===== src/rtl/turn_scheduler.sv =====
// Round-robin turn scheduler for up to four players.
// Grants the turn to one player, waits for a keypad tile selection, issues a
// single-cycle move request to the move datapath, then on the result keeps the
// player (hit), passes the turn (miss or keypad timeout), or ends the game (win).
module turn_scheduler #(
  parameter int NUM_PLAYERS = 4,
  parameter int TIMEOUT     = 1000,
  parameter int TW          = 16
) (
  input  logic       clk,
  input  logic       rst,
  input  logic       start,
  input  logic [3:0] active_mask,
  input  logic [3:0] key,
  input  logic       move_done,
  input  logic       move_hit,
  input  logic       win,
  output logic       move_req,
  output logic [3:0] move_tile,
  output logic [1:0] player,
  output logic       busy,
  output logic       timeout,
  output logic       game_over,
  output logic [1:0] winner
);

  typedef enum logic [2:0] {
    IDLE,
    WAIT_KEY,
    ISSUE,
    WAIT_DONE,
    RELEASE,
    SELECT,
    OVER
  } state_t;

  localparam logic [3:0]    NO_KEY      = 4'hF;
  localparam logic [3:0]    PLAYER_BITS = 4'((1 << NUM_PLAYERS) - 1);
  localparam logic [TW-1:0] TIMER_LAST  = TW'(TIMEOUT - 1);

  state_t        state;
  logic [3:0]    mask_q;
  logic          same_player;
  logic [TW-1:0] timer;
  logic [3:0]    eff_mask;

  // Only player slots that physically exist can take part.
  assign eff_mask = active_mask & PLAYER_BITS;

  // Lowest set bit of a mask; callers guarantee the mask is non-zero.
  function automatic logic [1:0] lowest_player(input logic [3:0] m);
    logic [1:0] r;
    r = 2'd0;
    for (int i = 3; i >= 0; i--) begin
      if (m[2'(i)]) r = 2'(i);
    end
    return r;
  endfunction

  // First set bit searching upwards from cur+1 with wrap-around; falls back to
  // cur when no other player is active. Descending k lets the nearest win.
  function automatic logic [1:0] next_player(input logic [3:0] m,
                                             input logic [1:0] cur);
    logic [1:0] r;
    logic [1:0] idx;
    r = cur;
    for (int k = NUM_PLAYERS - 1; k >= 1; k--) begin
      idx = 2'((int'(cur) + k) % NUM_PLAYERS);
      if (m[idx]) r = idx;
    end
    return r;
  endfunction

  // Turn sequencing FSM; every output is a flop updated alongside the state.
  // NOTE: all state and outputs use non-blocking assignments so every flop
  // samples pre-edge values, and reset is asynchronous so an abort takes effect
  // without waiting for a clock edge.
  always_ff @(posedge clk or negedge rst) begin
    if (!rst) begin
      state       <= IDLE;
      mask_q      <= 4'd0;
      same_player <= 1'b0;
      timer       <= '0;
      player      <= 2'd0;
      winner      <= 2'd0;
      move_tile   <= 4'd0;
      move_req    <= 1'b0;
      timeout     <= 1'b0;
      busy        <= 1'b0;
      game_over   <= 1'b0;
    end else begin
      // NOTE: pulse outputs default low here so each branch only raises them
      // for the single cycle that needs them.
      move_req <= 1'b0;
      timeout  <= 1'b0;

      case (state)
        IDLE: begin
          if (start && (eff_mask != 4'd0)) begin
            mask_q <= eff_mask;
            player <= lowest_player(eff_mask);
            timer  <= '0;
            busy   <= 1'b1;
            state  <= WAIT_KEY;
          end
        end

        WAIT_KEY: begin
          if (key != NO_KEY) begin
            // A key on the last timer cycle still wins over the forfeit.
            move_tile <= key;
            move_req  <= 1'b1;
            state     <= ISSUE;
          end else if (timer == TIMER_LAST) begin
            timeout <= 1'b1;
            state   <= SELECT;
          end else begin
            timer <= timer + 1'b1;
          end
        end

        ISSUE: begin
          // move_req drops here; a move_done seen now belongs to nothing.
          state <= WAIT_DONE;
        end

        WAIT_DONE: begin
          if (move_done) begin
            if (win) begin
              winner    <= player;
              game_over <= 1'b1;
              state     <= OVER;
            end else begin
              same_player <= move_hit;
              state       <= RELEASE;
            end
          end
        end

        RELEASE: begin
          // Hold off until the keypad reads idle so one press is used once.
          if (key == NO_KEY) begin
            if (same_player) begin
              timer <= '0;
              state <= WAIT_KEY;
            end else begin
              state <= SELECT;
            end
          end
        end

        SELECT: begin
          player <= next_player(mask_q, player);
          timer  <= '0;
          state  <= WAIT_KEY;
        end

        OVER: begin
          if (!start) begin
            game_over <= 1'b0;
            busy      <= 1'b0;
            state     <= IDLE;
          end
        end

        default: begin
          state     <= IDLE;
          busy      <= 1'b0;
          game_over <= 1'b0;
        end
      endcase
    end
  end

endmodule


===== config.mk =====
export PLATFORM = sky130hd
export DESIGN_NAME = turn_scheduler
export DESIGN_NICKNAME = d
export VERILOG_FILES = /design/src/rtl/turn_scheduler.sv
export SDC_FILE = /design/constraint.sdc
export NUM_CORES = 1
export LEC_CHECK = 0
export ABC_CLOCK_PERIOD_IN_PS = 1800
export BUFFER_PORTS_ARGS = -buffer_cell sky130_fd_sc_hd__buf_2
export CORE_UTILIZATION = 39
export DETAILED_ROUTE_END_ITERATION = 16
export PLACE_DENSITY = 0.72
export SLEW_MARGIN = 20
export SYNTH_ARGS = -nofsm -noshare
export SYNTH_HDL_FRONTEND = slang
export SYNTH_SLANG_ARGS = --single-unit

===== constraint.sdc =====
create_clock -name clk -period 1.8 [get_ports clk]
set_input_delay 0.18 -clock clk [delete_from_list [all_inputs] [get_ports clk]]
set_output_delay 0.18 -clock clk [all_outputs]
set_load 0.02 [all_outputs]

**Yosys cells after proc, flatten, opt, wreduce, memory -nomap -nowiden**

Index checks and enable logic that the tools add are counted.

- Reductions and logical operators: 16
- Shift operators: 0
- Div/mod/pow operators: 0
- Magnitude comparators: 3
- Multiplexer cells: 39
- $add $sub $neg: 4
- Equality and inequality tests: 19
- Multipliers: 0
- Bitwise operators: 3

Operators by type and width:

| kind | count |
|---|---|
| 16-bit two-way mux | 5 |
| 16-bit case mux with 4 select lines | 1 |
| 3-bit two-way mux | 7 |
| 3-bit case mux with 7 select lines | 1 |
| 16-bit by 1-bit adder with 16-bit output (second input constant) | 1 |
| 16-bit by 10-bit == test with 1-bit output (second input constant) | 1 |
| 2-bit != test (second input constant) | 8 |
| 2-bit two-way mux | 7 |
| 1-bit two-way mux | 12 |
| 3-bit AND reduction | 4 |
| 5-bit OR reduction | 2 |
| 3-bit == test (second input constant) | 3 |
| 2-bit by 3-bit < comparator with 1-bit output (second input constant) | 3 |
| 4-bit != test (second input constant) | 2 |
| 4-bit nonzero test | 2 |
| 1-bit binary-select mux with 2-bit select | 3 |
| 3-bit by 2-bit == test with 1-bit output (second input constant) | 2 |
| 1-bit case mux with 3 select lines | 2 |
| 6-bit AND reduction | 1 |
| 5-bit AND reduction | 1 |
| 2-bit adder (second input constant) | 2 |
| 4-bit == test (second input constant) | 1 |
| 2-bit case mux with 2 select lines | 1 |
| 2-bit AND reduction | 2 |
| other kinds (8) | 10 |

- Bits in read-only memories: 0
- Memories kept: 0
- Bits of input ports: 14
- Bits in writable memories: 0
- Output and inout port bits: 12
- Flip-flop bits (word level): 36
- Latch bits: 0

**Depth between registers and ports, before layout**

- Depth after elaboration: 7
- Gate-level depth with buffers: 7
- Depth with buffers taken out: 6

**Least setup slack after synthesis**

Ideal clock, no wire load.

- Path kind: register to register
- Start point: reg timer[0]
- End point: reg timer[13]
- Clock period less this slack: 1.742 ns
- Stages on the path, launching flop included: 8
- Required time: 1.676 ns
- Slack: 0.058 ns
- Path buffers: 1
- Data arrival time: 1.618 ns
- Cells stage by stage: dfrtp_1 > ha_1 > and3_1 > nand4_1 > o21bai_1 > or2_1 > buf_6 > a211o_1

- Longest elaborated chain between the ends: 4
- Elaborated cells between the ends (all ways): 7
- Classes of those cells: 1 x add/sub; 2 x eq/ne; 3 x mux; 1 x reduce/logical

Ends and longest elaborated chain:

| element | line | RTL |
|---|---|---|
| from (decl) | 44 | `logic [TW-1:0] timer;` |
| from (signal assigned) | 118 | `timer <= timer + 1'b1;` |
| 16-bit by 1-bit adder with 16-bit output | 118 |  |
| 16-bit two-way mux | 114 | `end else if (timer == TIMER_LAST) begin` |
| 16-bit two-way mux | 109 | `if (key != NO_KEY) begin` |
| 16-bit case mux with 4 select lines | 97 | `case (state)` |

Several ways; a longest one is shown, not always the timed one. The select of a mux whose other input is x is not followed.
A chain may end at the register's enable or synchronous reset.

**Final worst setup path**

- Start point: reg timer[12]
- End point: reg timer[11]

- Longest elaborated chain between the ends: 3

Ends and longest elaborated chain:

| element | line |
|---|---|
| 16-bit by 10-bit == test with 1-bit output | 114 |
| 2-bit != test (no source line) | -- |
| 6-bit AND reduction (no source line) | -- |

No other way between the ends.

==> impl_summary.log <==
INFO  metric drt_first_pass_iters = 4
INFO  metric drv_cap = 0
INFO  metric setup-violations-final = 0
INFO  metric floorplan.rows = 25
INFO  metric final_antenna_net_count = 0
INFO  metric slew_viol_final = 0
INFO  metric place_hpwl = 3070 um
INFO  metric cp_slowest_stage_delay = 0.39 ns
INFO  metric worst_r2r_endpoint = timer[11]
INFO  metric min_period_over_period = 0.970
INFO  metric reg2reg_slack = 0.05 ns
INFO  metric tritoncts.num_buffers = 5
INFO  metric critical_path.slowest_cell = sky130_fd_sc_hd__dfrtp_1
INFO  metric via_per_inst = 5.51
INFO  metric grt_most_used_layer = met2
INFO  metric timing.setup.tns = 0 ns
INFO  metric postSynthAreaPerCell = 9.54 um2
INFO  metric die_w = 72.6 um
INFO  metric p_leak = 0.00114 uW
INFO  metric post_synth_mux_area_share = 0.0399
INFO  metric synth.top_cells.by_count = sky130_fd_sc_hd__dfrtp_1 (36), sky130_fd_sc_hd__nor2_1 (17), sky130_fd_sc_hd__nand2_1 (15), sky130_fd_sc_hd__o21ai_0 (15), sky130_fd_sc_hd__nand3_1 (11)
INFO  metric power_frac_seq = 0.365
INFO  metric synthesis.area = 1950 um2
INFO  metric tightest_slew = 0.428 ns
INFO  metric synth-warning-count = 0
INFO  metric grt_max_degree = 37
INFO  metric path_delay_family = simple AND/OR/NAND/NOR gates
INFO  metric layout_min_cycle_time = 1.75 ns
INFO  metric post-synth-top-area-cell = sky130_fd_sc_hd__dfrtp_1
INFO  metric initial_core_util = 0.409
INFO  metric synth_edf_count = 0
INFO  metric antenna_cells = 0
INFO  metric io-pin-count = 26
INFO  metric gr-usage-met2 = 0.274
INFO  metric post_synth_inst_count = 204
INFO  metric power_share_of_the_clock_group = 0.184
INFO  metric combinational_power_share = 0.452
INFO  metric hold_start = move_hit
INFO  metric clock_latency = 0.29 ns
INFO  metric synth.top_cell.area_share = 0.463
INFO  metric hold-path-cell-count = 2
INFO  metric internal_power_contribution = 2060 uW
INFO  metric finalNetCount = 269
INFO  metric yosys.area_share.xor_xnor = 0
INFO  metric post_route_cells_drive_above_1_share = 0.315
INFO  metric vias = 1769
INFO  metric cp_data_arrival_time = 1.91 ns
INFO  metric crit_path_cell_trace = nor4_2 > nand4_1 > buf_4 > and2_2 > a41oi_1 > a31oi_1
INFO  metric startpoint_of_the_worst_slack_reg_to_reg_timing_path = timer[12]
INFO  metric synth_compound_area_frac = 0.221
INFO  metric placed_cell_area = 2320 um2
INFO  metric combinational_family_with_the_most_area_after_synthesis = simple AND/OR/NAND/NOR gates
INFO  metric cts_post_setup_buffers_inserted = 0
INFO  metric core_area = 4750 um2
INFO  metric design_area = 2450 um2
INFO  metric cp.buffers_inverters = 1
INFO  metric initialDrtViolationCount = 130
INFO  metric worst_setup_path_end_kind = flop
INFO  metric design.die.area = 5280 um2
INFO  metric status = completed
INFO  metric worstPathRequired = 1.96 ns
INFO  metric root_buffer = sky130_fd_sc_hd__clkbuf_8
INFO  metric gr-total-overflow = 0
INFO  metric h-tree-depth = 2
INFO  metric groute.layer.met3.usage = 0.0373
INFO  metric worstSetupPathType = reg2reg
INFO  metric globalRouteTotalUtil = 0.175
INFO  metric postSynthRegisterBits = 36
INFO  metric portBuffers = 25
INFO  metric synth_flop_cell = sky130_fd_sc_hd__dfrtp_1
INFO  metric post_synth_num_cell_types = 44
INFO  metric synth_adder_area_share = 0.00643
INFO  metric route.detailed.wl_per_inst = 13.5 um
INFO  metric power.share.switching = 0.388
INFO  metric timing.slew.headroom = 0.712
INFO  metric worst_setup_path_start_kind = flop
INFO  metric syn-num-nets = 219
INFO  metric grt_util_met1 = 0.240
INFO  metric synthSimpleGateAreaFrac = 0.242
INFO  metric switchingPower = 1310 uW
INFO  metric holdPathEnd = same_player
INFO  metric synth_sequential_area_ratio = 0.463
INFO  metric gp_congestion = 0.815
INFO  metric tritoncts_num_sinks = 36
INFO  metric post-route-drc-count = 0
INFO  metric highest_ir_drop_seen_on_vdd = 0.000784 V
INFO  metric reg2reg_depth = 6
INFO  metric die_y = 72.6 um
INFO  metric finalWirelength = 4330 um
INFO  metric synth.most_common_cell = sky130_fd_sc_hd__dfrtp_1
INFO  metric timing_hold_violations_final = 0
INFO  metric antenna_violations_before_repair = 0
INFO  metric grt_pass1_wl = 7120 um
INFO  metric vias_in_the_first_global_route = 1546
INFO  metric cts_tree = yes
INFO  metric layout-area-overhead-vs-synth = 26.2%
INFO  metric pwr_density_cell = 1380 nW/um2
INFO  metric fmax = 573 MHz
INFO  metric maximum_fanout_along_the_worst_path = 7
INFO  metric finClkSkew = 0.00236 ns
INFO  metric min_path_type = in2reg
INFO  metric cts.clk_slew.worst_paths = 0.07 ns
INFO  metric netlist_top_cells_area = sky130_fd_sc_hd__dfrtp_1 (46%), sky130_fd_sc_hd__o21ai_0 (3.9%), sky130_fd_sc_hd__mux2_2 (3.5%)
INFO  metric synth_async_sr_flop_share = 1.00
INFO  metric clock_tree.buffer_depth = 2
## what timing repair did
action	in CTS	in global routing
hold endpoints to repair	36	0
endpoints found under the setup margin	0	15
resized for setup	0	9
hold buffers	1	0
## worst max-delay path by stage
stage	slack, ns	depth (start not counted)	startpoint	end
global route	-0.02	6	timer[12]	timer[11]
global placement	0.04	6	timer[0]	timer[13]
floorplan	0.06	7	timer[0]	timer[13]
detailed placement	0.01	6	timer[0]	timer[13]
finish	0.05	6	timer[12]	timer[11]
CTS	0.005	6	timer[0]	timer[13]
## kinds of logic after synthesis
logic type | after synthesis
muxes | 7
buffers and inverters | 12
and+or+nand+nor | 86
AOI/OAI and AO/OA | 62
adders and majority gates | 1
DFF | 36
## metal layers
| metal | share of wire | vias up |
|---|---|---|
| met2 | 0.46 | 47 |
| met5 | 0 | - |
| met1 | 0.49 | 844 |
| met3 | 0.043 | 5 |
| met4 | 0.0083 | 0 |
| li1 | - | 873 |
## registers in the layout (all words and copies together) (netlist names)
signal       count
timer           16
timeout          1
mask_q           4
state            3
move_tile        4
move_req         1
same_player      1
player           2
busy             1
winner           2
game_over        1
## final cells by class
cell class                 count  area, um2
inverter                       3       11.3
tap                           67       83.8
multi-input combinational    156       1020
fill                         471       2300
clock buffer                   7       96.3
sequential                    36        901
timing repair buffer          52        347
## metrics by stage
| step | util | worst slack (ns) | cells | hold slack (ns) | power (uW) |
|---|---|---|---|---|---|
| 3_3_place_gp | 0.488 | 0.0418 | 313 | 0.161 | 2710 |
| 3_5_place_dp | 0.488 | 0.0103 | 313 | 0.160 | 2740 |
| 4_1_cts | 0.510 | 0.00534 | 321 | 0.114 | 3360 |
| 2_1_floorplan | - | 0.0581 | 204 | -0.116 | 2230 |
| 5_1_grt | 0.516 | -0.0220 | 321 | 0.114 | 3590 |
| 6_report | 0.516 | 0.0533 | 321 | 0.125 | 3380 |
## power groups by stage
stage          Combinational, uW  Clock, uW  Sequential, uW
6_report                    1530        620            1230
5_1_grt                     1670        654            1260
4_1_cts                     1500        632            1230
3_5_place_dp                1490          0            1240
3_3_place_gp                1470          0            1240
2_1_floorplan                855          0            1380
## cells in the final DEF, fill, tap and decap left out, types with 2 or more instances in the layout
| cell | count |
|---|---|
| sky130_fd_sc_hd__a211o_1 | 5 |
| sky130_fd_sc_hd__a21o_1 | 2 |
| sky130_fd_sc_hd__a21o_2 | 3 |
| sky130_fd_sc_hd__a21oi_1 | 9 |
| sky130_fd_sc_hd__a31oi_1 | 7 |
| sky130_fd_sc_hd__and2_1 | 2 |
| sky130_fd_sc_hd__and3_1 | 9 |
| sky130_fd_sc_hd__and4_1 | 3 |
| sky130_fd_sc_hd__buf_2 | 25 |
| sky130_fd_sc_hd__buf_4 | 24 |
| sky130_fd_sc_hd__clkbuf_8 | 7 |
| sky130_fd_sc_hd__dfrtp_1 | 36 |
| sky130_fd_sc_hd__inv_1 | 3 |
| sky130_fd_sc_hd__mux2_2 | 6 |
| sky130_fd_sc_hd__nand2_1 | 14 |
| sky130_fd_sc_hd__nand2b_1 | 3 |
| sky130_fd_sc_hd__nand3_1 | 11 |
| sky130_fd_sc_hd__nand4_1 | 4 |
| sky130_fd_sc_hd__nor2_1 | 16 |
| sky130_fd_sc_hd__nor3_1 | 5 |
| sky130_fd_sc_hd__nor3b_1 | 5 |
| sky130_fd_sc_hd__nor4_1 | 3 |
| sky130_fd_sc_hd__o211ai_1 | 2 |
| sky130_fd_sc_hd__o21a_1 | 3 |
| sky130_fd_sc_hd__o21ai_0 | 15 |
| sky130_fd_sc_hd__o22a_1 | 4 |
| sky130_fd_sc_hd__o31ai_1 | 3 |
| sky130_fd_sc_hd__or4_1 | 2 |
No activity file was read; power rests on OpenSTA's default activity.
